File: config.mk
export PLATFORM = sky130hd
export DESIGN_NAME = spi_command_framer
export DESIGN_NICKNAME = d
export VERILOG_FILES = /design/src/rtl/spi_cmd_pkg.sv /design/src/rtl/byte_fifo.sv /design/src/rtl/spi_command_framer.sv
export SDC_FILE = /design/constraint.sdc
export NUM_CORES = 1
export LEC_CHECK = 0
export CELL_PAD_IN_SITES_DETAIL_PLACEMENT = 1
export CELL_PAD_IN_SITES_GLOBAL_PLACEMENT = 2
export CORE_MARGIN = 2
export CORE_UTILIZATION = 46
export CTS_CLUSTER_DIAMETER = 200
export DETAILED_ROUTE_END_ITERATION = 7
export GPL_ROUTABILITY_DRIVEN = 0
export PLACE_DENSITY_LB_ADDON = 0.1
export SLEW_MARGIN = 20
export SYNTH_ARGS = -nofsm -noshare
export SYNTH_HDL_FRONTEND = slang
export SYNTH_HIERARCHICAL = 1
export SYNTH_SLANG_ARGS = --single-unit
File: constraint.sdc
create_clock -name clk -period 5.25 [get_ports clk]
set_input_delay 0.525 -clock clk [delete_from_list [all_inputs] [get_ports clk]]
set_output_delay 0.525 -clock clk [all_outputs]
set_load 0.03 [all_outputs]
File: src/rtl/spi_cmd_pkg.sv
// Shared definitions for the SPI command framer: header classes, payload
// length table, FSM state encoding and default sizing.
package spi_cmd_pkg;

  localparam int DEF_FIFO_DEPTH     = 16;
  localparam int DEF_TIMEOUT_CYCLES = 4096;

  // Header class lives in opcode[7:5]
  typedef enum logic [2:0] {
    CLS_NOP     = 3'd0,
    CLS_SET_REG = 3'd1,
    CLS_VERTEX  = 3'd2,
    CLS_DRAW    = 3'd3,
    CLS_CLEAR   = 3'd4,
    CLS_SWAP    = 3'd5,
    CLS_RSVD    = 3'd6,
    CLS_VAR     = 3'd7
  } cmd_class_e;

  typedef enum logic [1:0] {
    ST_IDLE    = 2'd0,
    ST_LEN     = 2'd1,
    ST_PAYLOAD = 2'd2
  } state_e;

  // Fixed payload byte count per class; CLS_VAR takes its length from the
  // byte after the header and never goes through this table.
  function automatic logic [7:0] fixed_len(input cmd_class_e cls);
    logic [7:0] len;
    case (cls)
      CLS_SET_REG: len = 8'd2;
      CLS_VERTEX:  len = 8'd12;
      CLS_DRAW:    len = 8'd4;
      CLS_CLEAR:   len = 8'd1;
      default:     len = 8'd0;
    endcase
    return len;
  endfunction

endpackage

File: src/rtl/byte_fifo.sv
// Synchronous byte FIFO with count-based full/empty. A push while full is
// accepted when a pop happens in the same cycle, so a full FIFO still
// streams at one byte per cycle.
module byte_fifo #(
  parameter int DEPTH = 16
) (
  input  logic       clk,
  input  logic       rst,
  input  logic       push,
  input  logic [7:0] wdata,
  input  logic       pop,
  output logic [7:0] rdata,
  output logic       full,
  output logic       empty
);
  localparam int AW = $clog2(DEPTH);

  logic [7:0]  mem [DEPTH];
  logic [AW-1:0] wr_ptr, rd_ptr;
  logic [AW:0]   count;
  logic          do_push, do_pop;

  assign full    = (count == (AW+1)'(DEPTH));
  assign empty   = (count == '0);
  assign do_pop  = pop && !empty;
  assign do_push = push && (!full || do_pop);
  assign rdata   = mem[rd_ptr];

  // Pointer and occupancy bookkeeping
  always_ff @(posedge clk) begin
    if (rst) begin
      wr_ptr <= '0;
      rd_ptr <= '0;
      count  <= '0;
    end else begin
      if (do_push) wr_ptr <= wr_ptr + 1'b1;
      if (do_pop)  rd_ptr <= rd_ptr + 1'b1;
      if (do_push && !do_pop)      count <= count + 1'b1;
      else if (do_pop && !do_push) count <= count - 1'b1;
    end
  end

  // Storage array; contents need no reset, occupancy guards reads
  always_ff @(posedge clk) begin
    if (do_push) mem[wr_ptr] <= wdata;
  end

endmodule

File: src/rtl/spi_command_framer.sv
// Frames the SPI byte stream into opcode-tagged command beats.
// Optional stall watchdog: define SPI_CMD_TIMEOUT_EN to build it; without it
// cmd_abort is tied low and a partial command waits indefinitely.
module spi_command_framer
  import spi_cmd_pkg::*;
#(
  parameter int FIFO_DEPTH     = DEF_FIFO_DEPTH,
  parameter int TIMEOUT_CYCLES = DEF_TIMEOUT_CYCLES
) (
  input  logic       clk,
  input  logic       rst,
  input  logic [7:0] command_wrdata,
  input  logic       command_push,
  output logic       cmd_valid,
  input  logic       cmd_ready,
  output logic [7:0] cmd_opcode,
  output logic [7:0] cmd_data,
  output logic       cmd_first,
  output logic       cmd_last,
  output logic       cmd_abort,
  output logic       ovf_flag,
  input  logic       ovf_clear,
  output logic [7:0] ovf_count
);

  state_e     state, state_n;
  logic [7:0] rem, rem_n;
  logic       first_pend, first_pend_n;
  logic       valid_n, first_n, last_n, abort_n;
  logic [7:0] opcode_n, data_n;
  logic [7:0] head;
  logic       fifo_full, fifo_empty, pop, drop, wd_hit;

  // A byte is consumed only when the output register is free or draining
  assign pop  = !fifo_empty && (!cmd_valid || cmd_ready);
  assign drop = command_push && fifo_full && !pop;

  byte_fifo #(.DEPTH(FIFO_DEPTH)) u_fifo (
    .clk   (clk),
    .rst   (rst),
    .push  (command_push),
    .wdata (command_wrdata),
    .pop   (pop),
    .rdata (head),
    .full  (fifo_full),
    .empty (fifo_empty)
  );

`ifdef SPI_CMD_TIMEOUT_EN
  localparam int WDW = $clog2(TIMEOUT_CYCLES + 1);
  logic [WDW-1:0] wd_cnt;
  logic           stalled;

  // Stalled mid-command: nothing buffered and nothing waiting downstream
  assign stalled = (state != ST_IDLE) && fifo_empty && !cmd_valid;
  assign wd_hit  = stalled && (wd_cnt == WDW'(TIMEOUT_CYCLES - 1));

  // Watchdog counter; any pop (or leaving the stalled condition) restarts it
  always_ff @(posedge clk) begin
    if (rst || !stalled || wd_hit) wd_cnt <= '0;
    else                           wd_cnt <= wd_cnt + 1'b1;
  end
`else
  assign wd_hit = 1'b0;
`endif

  // FSM state and output beat register
  always_ff @(posedge clk) begin
    if (rst) begin
      state      <= ST_IDLE;
      rem        <= '0;
      first_pend <= 1'b0;
      cmd_valid  <= 1'b0;
      cmd_opcode <= '0;
      cmd_data   <= '0;
      cmd_first  <= 1'b0;
      cmd_last   <= 1'b0;
      cmd_abort  <= 1'b0;
    end else begin
      state      <= state_n;
      rem        <= rem_n;
      first_pend <= first_pend_n;
      cmd_valid  <= valid_n;
      cmd_opcode <= opcode_n;
      cmd_data   <= data_n;
      cmd_first  <= first_n;
      cmd_last   <= last_n;
      cmd_abort  <= abort_n;
    end
  end

  // Next state and next beat; fields hold unless a new beat is loaded
  always_comb begin
    state_n      = state;
    rem_n        = rem;
    first_pend_n = first_pend;
    valid_n      = cmd_valid && !cmd_ready;
    opcode_n     = cmd_opcode;
    data_n       = cmd_data;
    first_n      = cmd_first;
    last_n       = cmd_last;
    abort_n      = 1'b0;
    if (pop) begin
      unique case (state)
        ST_IDLE: begin
          opcode_n = head;
          if (cmd_class_e'(head[7:5]) == CLS_VAR) begin
            state_n = ST_LEN;
          end else if (fixed_len(cmd_class_e'(head[7:5])) == 8'd0) begin
            valid_n = 1'b1;
            data_n  = 8'h00;
            first_n = 1'b1;
            last_n  = 1'b1;
          end else begin
            state_n      = ST_PAYLOAD;
            rem_n        = fixed_len(cmd_class_e'(head[7:5]));
            first_pend_n = 1'b1;
          end
        end
        ST_LEN: begin
          if (head == 8'd0) begin
            state_n = ST_IDLE;
            valid_n = 1'b1;
            data_n  = 8'h00;
            first_n = 1'b1;
            last_n  = 1'b1;
          end else begin
            state_n      = ST_PAYLOAD;
            rem_n        = head;
            first_pend_n = 1'b1;
          end
        end
        ST_PAYLOAD: begin
          valid_n      = 1'b1;
          data_n       = head;
          first_n      = first_pend;
          last_n       = (rem == 8'd1);
          first_pend_n = 1'b0;
          rem_n        = rem - 1'b1;
          if (rem == 8'd1) state_n = ST_IDLE;
        end
        default: state_n = ST_IDLE;
      endcase
    end
    if (wd_hit) begin
      state_n = ST_IDLE;
      abort_n = 1'b1;
    end
  end

  // Overflow flag and saturating drop counter; a drop beats a clear
  always_ff @(posedge clk) begin
    if (rst) begin
      ovf_flag  <= 1'b0;
      ovf_count <= '0;
    end else if (drop) begin
      ovf_flag  <= 1'b1;
      if (ovf_clear)               ovf_count <= 8'd1;
      else if (ovf_count != 8'hFF) ovf_count <= ovf_count + 1'b1;
    end else if (ovf_clear) begin
      ovf_flag  <= 1'b0;
      ovf_count <= '0;
    end
  end

endmodule

# After elaboration in Yosys (flattened, before gate mapping)
# Memory sizes are Yosys's and may differ from the RTL's. A register that Yosys moved wholly into a read port is not among the register bits.
# Cells that the tools add are included.
[totals]
mem_bits_ro = 0
n_memories = 1
register_bits = 52
elab_cells = 110
ramBits = 128
latchBits = 0
[memory_table]
columns = ["memory", "depth", "word_bits", "rd", "rd_clocked_by_memory_dff", "write_ports", "line_no", "rtl"]
rows = [
  ["u_fifo.mem", 16, 8, 1, 1, 1, "byte_fifo.sv:18", "logic [7:0] mem [DEPTH];"],
]
[classes]
eq_ne = 17
div_mod_pow = 0
add_sub_neg = 6
n_bitwise = 0
shifts = 0
n_mul = 0
n_mux = 43
order_cmp = 0
n_reduce_logical = 30
[ops]
columns = ["op", "n"]
rows = [
  ["8-bit 2-to-1 mux", 13],
  ["8-bit case mux with 3 select lines", 2],
  ["8-bit logical NOT", 2],
  ["4-bit case mux with 4 select lines", 1],
  ["1-bit 2-to-1 mux", 14],
  ["2-bit inequality test, second input constant", 6],
  ["1-bit case mux with 3 select lines", 4],
  ["5-bit 2-to-1 mux", 2],
  ["5-bit AND reduction", 2],
  ["4-bit by 1-bit adder with 4-bit output, second input constant", 2],
  ["8-bit by 1-bit adder with 8-bit output, second input constant", 1],
  ["8-bit by 1-bit == test with 1-bit output, second input constant", 1],
  ["1-bit logical AND", 8],
  ["2-bit 2-to-1 mux", 4],
  ["4-bit 2-to-1 mux", 2],
  ["8-bit inequality test, second input constant", 1],
  ["8-bit by 1-bit subtractor with 8-bit output, second input constant", 1],
  ["1-bit logical NOT", 7],
  ["3-bit by 2-bit == test with 1-bit output, second input constant", 2],
  ["3-bit == test, second input constant", 2],
  ["2-bit case mux with 3 select lines", 1],
  ["2-bit nonzero test", 3],
  ["5-bit by 1-bit adder with 5-bit output, second input constant", 1],
  ["5-bit == test, second input constant", 1],
  ["11 further kinds", 13],
]

# Logic depth before layout (Yosys ltp)
# Gate-level depths: netlist of the first run.
[logic_depth]
depth_word = 10
mapped_depth = 14
depth_no_buf = 12

# Hierarchy
# The synthesis of the first run kept the hierarchy.
[modules_own_cells]
columns = ["module", "cells_each", "seq_area_each_um2", "area_each_um2", "instances"]
rows = [
  ["byte_fifo", 311, 4184.0, 5771.8, 1],
  ["spi_command_framer", 270, 780.7, 2319.7, 1],
]

# Least setup slack after synthesis of the first run
# OpenSTA, ideal clock, no wires.
[synth_path]
path_kind = "reg2reg"
from = "register u_fifo.count[0]"
to = "register u_fifo.count[4]"
path_slack_ns = 2.032
path_buffers = 2
stages_incl_launch_ff = 15
setup_time_ns = 0.121
t_arrival_ns = 3.097
synth_period_minus_slack_ns = 3.218
path_cell_list = "dfxtp_1 -> or4_4 -> buf_6 -> nor2_1 -> buf_4 -> nor2_1 -> o31ai_4 -> inv_1 -> ha_1 -> inv_1 -> ha_1 -> a21oi_1 -> a211oi_1 -> a31oi_1 -> mux2_2"
[synth_via]
elab_chain_cells = 9
elab_cells_between_ends = 17
classes_between = "2 x add/sub; 1 x eq/ne; 2 x mux; 12 x reduce/logical"
[synth_lines]
columns = ["element", "line_no", "rtl"]
rows = [
  ["start, declared", "byte_fifo.sv:20", "logic [AW:0] count;"],
  ["start signal, assigned", "byte_fifo.sv:38", "if (do_push && !do_pop) count <= count + 1'b1;"],
  ["start signal, assigned", "byte_fifo.sv:39", "else if (do_pop && !do_push) count <= count - 1'b1;"],
  ["5-bit logical NOT *", "byte_fifo.sv:24", "assign empty = (count == '0);"],
  ["via fifo_empty", "spi_command_framer.sv:32", "logic fifo_full, fifo_empty, pop, drop, wd_hit;"],
  ["1-bit logical NOT *", "spi_command_framer.sv:35", "assign pop = !fifo_empty && (!cmd_valid || cmd_ready);"],
  ["1-bit logical AND *", "spi_command_framer.sv:35", ""],
  ["via pop", "spi_command_framer.sv:32", ""],
  ["1-bit logical AND *", "byte_fifo.sv:25", "assign do_pop = pop && !empty;"],
  ["1-bit logical OR *", "byte_fifo.sv:26", "assign do_push = push && (!full || do_pop);"],
  ["1-bit logical AND *", "byte_fifo.sv:26", ""],
  ["via u_fifo.do_push", "byte_fifo.sv:21", "logic do_push, do_pop;"],
  ["1-bit logical NOT", "byte_fifo.sv:39", ""],
  ["1-bit logical AND", "byte_fifo.sv:39", ""],
  ["2-bit nonzero test (no line)", "--", ""],
]
# The timed path passes the listed nets; every way through them passes the cells marked *. The select of a mux whose other input is x is not followed.
# A chain may end at the register's enable or synchronous reset.

# Worst setup path in the final report of the first run
# Same ends and word-level chain as after synthesis.

==> results.json, run 1 <==
{
  "finalSetupTns_ns": 0,
  "drv_cap": 0,
  "synth_top_area_share_pct": 47.50,
  "hold_depth": 2,
  "p_seq_share_pct": 37.3,
  "maxSlewViolCount": 0,
  "combinationalPowerShare_pct": 35.9,
  "slew_headroom_pct": 25.31,
  "num-nets-final": 642,
  "postSynth.asyncResetShare_pct": 0,
  "path_delay_family": "simple AND/OR/NAND/NOR gates",
  "avgRoutedWirePerCell_um": 23.15,
  "p_sw_share_pct": 35.83,
  "pre_cts_slack_ns": 1.402,
  "syn2layout_area_growth_pct": 14.09,
  "max_freq_ghz": 0.2603,
  "yosys-top-cells-count": "edfxtp_1 (128), dfxtp_1 (56), nor2_1 (47)",
  "netlist_top_cells_area": "edfxtp_1 (48%), dfxtp_1 (14%), mux4_2 (8.9%), ha_1 (2.5%), nor2_1 (2.2%)",
  "track_usage_pct": 22.14,
  "initial_core_util_pct": 46.94,
  "crit_fanout": 8,
  "critPathKind": "reg2reg",
  "numCtsBuffers": 17,
  "fin_crit_ns": 3.842,
  "start_kind": "register",
  "max_stage_delay_ns": 0.64,
  "worstPathArrival_ns": 4.16,
  "clockRootBuffer": "clkbuf_16",
  "grt_max_degree": 49,
  "finalWirelength_um": 19680,
  "reg2reg_depth": 13,
  "diodes": 0,
  "ys_seq_elements": 184,
  "skew_ns": 0.009379,
  "portBuffers": 40,
  "clock_path_buffers": 2,
  "postCtsResizedCells": 0,
  "yosysSeqAreaShare_pct": 61.36,
  "final-setup-viol-count": 0,
  "antenna_found_initial": 0,
  "synth_cell_type_count": 77,
  "num_vias": 5120,
  "drc": 0,
  "yosysWarnings": 6,
  "power_leakage_nw": 3.033,
  "grt_pass1_vias": 5301,
  "die_width_um": 136.6,
  "p_int_mw": 3.064,
  "fin_area_um2": 9231,
  "grt_pass1_wl_um": 30300,
  "synth_flop_cell": "edfxtp_1",
  "vias_per_cell": 6.024,
  "crit_buf_inv": 3,
  "cts_tree": "done",
  "die_h_um": 136.6,
  "p_switching_mw": 1.711,
  "post_cts_buffers": 0,
  "cp.depth": 13,
  "post-route-period-util_pct": 73.17,
  "fill_cells": 1690,
  "syn-instance-count": 581,
  "syn_area_um2": 8092,
  "worstMarginPinSlew_ns": 1.116,
  "hold_viol_final": 0,
  "h-tree-depth": 4,
  "status": "complete, no violations",
  "dieArea_um2": 18670,
  "cts_hold_buffers": 0,
  "row_count": 48,
  "core_area_um2": 17240,
  "cellPowerDensity_nw_per_um2": 517.3,
  "worstPathCellList": "or4_4, nor2_1, nor2_1, buf_4, o31ai_4, inv_1, ha_1, inv_1, ha_1, a21oi_1, a211oi_1, a31oi_1, mux2_2",
  "grt_overflow": 0,
  "crit_path_end_kind": "register",
  "p_clk_share_pct": 26.9,
  "syn_nets": 611,
  "drt-pass1-iter-count": 5,
  "io_pins": 42,
  "layout-drive-gt1-share_pct": 15.68,
  "cp_slowest_cell": "or4_4",
  "place_area_um2": 8646,
  "synth_area_per_cell_um2": 13.93,
  "yosysTopAreaCell": "edfxtp_1",
  "clock_sinks": 184,
  "drtIter0Drc": 333,
  "path_clk_slew_ns": 0.07,
  "worstSkewPairLatency_ns": 0.43,
  "drtAntennaViolNets": 0,
  "critPathRequiredTime_ns": 5.56,
  "finalWorstSetupSlack_ns": 1.408,
  "dp_hpwl_um": 13260,
  "rsz0062_at_grt": "false",
  "hold_path_class": "reg2reg",
  "peakVddDrop_v": 0.0003810,
  "total_power_mw": 4.776,
  "yosysMostFrequentCell": "edfxtp_1",
  "synth_edf_count": 128
}
==> worst reg2reg max path: cells and delay by family (launching register included) <==
family                   cells  cell delay, ns
multiplexers                 1            0.35
flip-flops                   1            0.36
AO/OA/AOI/OAI                4            0.81
AND/OR/NAND/NOR              3            1.27
adder cells (fa/ha/maj)      2            0.52
buffers and inverters        3            0.44
==> power groups by stage <==
| stage | Sequential, mW | Combinational, mW | Clock, mW |
|---|---|---|---|
| after CTS | 1.78 | 1.72 | 1.30 |
| after floorplan | 1.87 | 1.19 | 0 |
| final | 1.78 | 1.71 | 1.28 |
| after global routing | 1.80 | 1.86 | 1.36 |
| after detailed placement | 1.81 | 1.71 | 0 |
| after global placement | 1.80 | 1.67 | 0 |
==> per-layer routing <==
metal	up-vias	part of all wire (%)	GRT usage [%]
met1	2647	47	30.60
met2	123	49	36.14
met5	-	0	0
met3	7	3.6	5.222
met4	0	0.46	4.109
li1	2343	-	-
==> layout make-up <==
type | instances | area [um2] | share of cell area [%]
inverter | 18 | 67.56 | 0.7319
sequential | 184 | 4966 | 53.80
timing repair buffer | 46 | 440.4 | 4.771
clock buffer | 17 | 425.4 | 4.608
clock inverter | 15 | 160.2 | 1.735
multi-input combinational | 345 | 2890 | 31.31
tap | 225 | 281.5 | 3.050
==> state kept, by name, summed over array words and instances, names as in the netlist, 2 cells and up, named ones only <==
register and count:
cmd_data 8, cmd_opcode 8, ovf_count 8, rem 8, state 2, u_fifo/count 5
u_fifo/mem 128, u_fifo/rd_ptr 4, u_fifo/wr_ptr 4
==> cell families (layout without fill, tap and decap cells) <==
family | count (synthesis) | count (layout) | share of synthesized area [%]
multiplexers | 48 | 48 | 10.90
flip-flops | 184 | 184 | 61.36
AND/OR/NAND/NOR | 157 | 157 | 10.28
XOR/XNOR | 8 | 8 | 0.8660
other | 1 | 1 | 0.04634
buffers and inverters | 52 | 96 | 3.108
AO/OA/AOI/OAI | 114 | 114 | 10.72
adder cells (fa/ha/maj) | 17 | 17 | 2.721
==> per-stage QoR <==
| stage | utilization [%] | instances | hold WS (ns) |
|---|---|---|---|
| after detailed placement | 50.16 | 818 | 0.4739 |
| after floorplan | - | 581 | 0.4640 |
| after global placement | 50.16 | 818 | 0.4602 |
| final | 53.56 | 850 | 0.4807 |
| after CTS | 53.56 | 850 | 0.4839 |
| after global routing | 53.56 | 850 | 0.5140 |
==> cells in the final DEF (no fill, tap or decap), types with 5 or more instances in the layout <==
| cell type | instances |
|---|---|
| mux2i_1 | 15 |
| nand2_1 | 35 |
| xor2_1 | 5 |
| dfxtp_1 | 55 |
| o31ai_1 | 14 |
| a22oi_1 | 16 |
| clkbuf_16 | 17 |
| nand3_1 | 12 |
| inv_1 | 17 |
| o311ai_1 | 6 |
| edfxtp_1 | 128 |
| mux4_2 | 32 |
| nor4_1 | 5 |
| o21ai_0 | 10 |
| inv_6 | 5 |
| buf_4 | 6 |
| nor3_1 | 7 |
| ha_1 | 16 |
| a21oi_1 | 18 |
| clkdlybuf4s50_1 | 39 |
| nor2_1 | 47 |
| nor2b_1 | 7 |
| a31oi_1 | 9 |
==> final timing paths <==
path	startpoint	slack, ns	to
hold / removal	ovf_flag	0.48	ovf_flag
setup reg to reg	u_fifo/count[0]	1.41	u_fifo/count[4]
setup / recovery	u_fifo/count[0]	1.41	u_fifo/count[4]
hold reg to reg	ovf_flag	0.48	ovf_flag
Note: power is estimated with default switching activity, not from simulation.
==> run 2: changes to the inputs <==
--- a/config.mk
+++ b/config.mk
@@ -8,7 +8,7 @@
 export CELL_PAD_IN_SITES_DETAIL_PLACEMENT = 1
 export CELL_PAD_IN_SITES_GLOBAL_PLACEMENT = 2
 export CORE_MARGIN = 2
-export CORE_UTILIZATION = 46
+export CORE_UTILIZATION = 43
 export CTS_CLUSTER_DIAMETER = 200
 export DETAILED_ROUTE_END_ITERATION = 7
 export GPL_ROUTABILITY_DRIVEN = 0
==> constraint.sdc (replaced) <==
create_clock -name clk -period 3.6 [get_ports clk]
set_input_delay 0.36 -clock clk [delete_from_list [all_inputs] [get_ports clk]]
set_output_delay 0.36 -clock clk [all_outputs]
set_load 0.03 [all_outputs]
==> run 2 against run 1 <==
Effect of this change:
- clock power is 47% higher
- global-route usage shrank 1.4 points
- non-clock buffer count is 27 higher
- clock skew hardly changed
- critical endpoint unchanged
- largest cell class unchanged
- worst hold slack got worse by 0.19 ns
- combinational power increased by 53%
- first-iteration DRC count down 20%
- highest routed layer unchanged
==> results.json, run 2 (synthesized netlist as in run 1, its figures left out) <==
{
  "status": "complete, no violations",
  "grtUsageMet1_pct": 28.16,
  "finalWorstSetupSlack_ns": 0.3023,
  "fin_crit_ns": 3.298,
  "layout_common_cells": "edfxtp_1 (128), dfxtp_1 (55), nor2_1 (47)",
  "grt_overflow": 0,
  "drv_cap": 0,
  "io_pins": 42,
  "layout.cells.non_filler": 886,
  "max_stage_delay_ns": 0.63,
  "cellPowerDensity_nw_per_um2": 748.0,
  "vias_per_cell": 5.740,
  "start_kind": "register",
  "die_h_um": 141.2,
  "reg2reg_depth": 12,
  "antenna_found_initial": 0,
  "cts_tree": "done",
  "grt_max_degree": 33,
  "post-route-period-util_pct": 91.60,
  "crit_path_end_kind": "register",
  "total_power_mw": 7.099,
  "syn2layout_area_growth_pct": 17.29,
  "worstPathCellList": "or4_4, nor2_1, nor2_1, o31ai_4, inv_1, ha_1, inv_1, ha_1, a21oi_1, a211oi_1, a31oi_1, mux2_2",
  "met2_usage_pct": 34.93,
  "place_area_um2": 8870,
  "holdWs_ns": 0.2891,
  "hold_path_class": "in2reg",
  "worstPathArrival_ns": 3.62,
  "grt.busiest_layer": "met2",
  "utilization_pct": 51.08,
  "hold_viol_final": 0,
  "finalSetupTns_ns": 0,
  "diodes": 0,
  "grtUsageMet3_pct": 3.499,
  "max_freq_ghz": 0.3032,
  "postCtsResizedCells": 0,
  "critPathRequiredTime_ns": 3.92,
  "portBuffers": 40,
  "clock_sinks": 184,
  "layout-drive-gt1-share_pct": 19.02,
  "drc": 0,
  "cts_hold_buffers": 0,
  "fin_area_um2": 9490,
  "final_common_cell": "edfxtp_1",
  "grt_pass1_wl_um": 31290,
  "core_area_um2": 18580,
  "crit_buf_inv": 2,
  "slew_headroom_pct": 46.15,
  "cp.depth": 12,
  "clockRootBuffer": "clkbuf_16",
  "dp_hpwl_um": 13520,
  "track_usage_pct": 20.79,
  "path_clk_slew_ns": 0.07,
  "avgRoutedWirePerCell_um": 22.10,
  "crit_fanout": 8,
  "grt_pass1_vias": 5401,
  "numCtsBuffers": 17,
  "initial_core_util_pct": 43.55,
  "final-setup-viol-count": 0,
  "hold_depth": 2,
  "maxSlewViolCount": 0,
  "num-nets-final": 669,
  "skew_ns": 0.009838,
  "post_cts_buffers": 0,
  "rsz0062_at_grt": "false",
  "h-tree-depth": 4,
  "cp_slowest_cell": "or4_4",
  "drtAntennaViolNets": 0,
  "critPathKind": "reg2reg",
  "drtIter0Drc": 265,
  "row_count": 50,
  "finalWirelength_um": 19590,
  "top_register": "u_fifo/mem",
  "timing.reg2reg.setup_slack_ns": 0.30,
  "power_leakage_nw": 3.173,
  "worstMarginPinSlew_ns": 0.8048,
  "peakVddDrop_v": 0.0004123,
  "path_delay_family": "simple AND/OR/NAND/NOR gates",
  "worstSkewPairLatency_ns": 0.43,
  "largest_register_ffs": 128,
  "num_vias": 5086,
  "dieArea_um2": 19930,
  "drt-pass1-iter-count": 4,
  "die_width_um": 141.2,
  "clock_path_buffers": 2,
  "pre_cts_slack_ns": 0.2981,
  "dp.cells": 854
}
## run 2: final timing paths
path / endpoint / start
setup / recovery: u_fifo/count[4] / u_fifo/count[0]
setup reg to reg: u_fifo/count[4] / u_fifo/count[0]
hold reg to reg: ovf_flag / ovf_flag
hold / removal: u_fifo/count[2] / rst
## run 2: final cells by class
| class | instances | area (um2) |
|---|---|---|
| Fill cell | 1828 | 9090 |
| Sequential cell | 184 | 4966 |
| Multi-Input combinational cell | 345 | 2875 |
| Timing Repair Buffer | 73 | 668.1 |
| Clock buffer | 17 | 425.4 |
| Tap cell | 234 | 292.8 |
| Clock inverter | 15 | 195.2 |
| Inverter | 18 | 67.56 |
## run 2: power by group
group	total [mW]	internal, mW	switching (mW)	leakage (nW)
registers	2.61	2.44	0.164	1.61
logic	2.61	1.09	1.52	1.26
clock network	1.88	0.947	0.936	0.295
## run 2: layer usage
layer	up-vias	part of all wire [%]
li1	2377	-
met1	2610	45
met2	83	50
met3	16	3.2
met4	0	1.2
met5	-	0
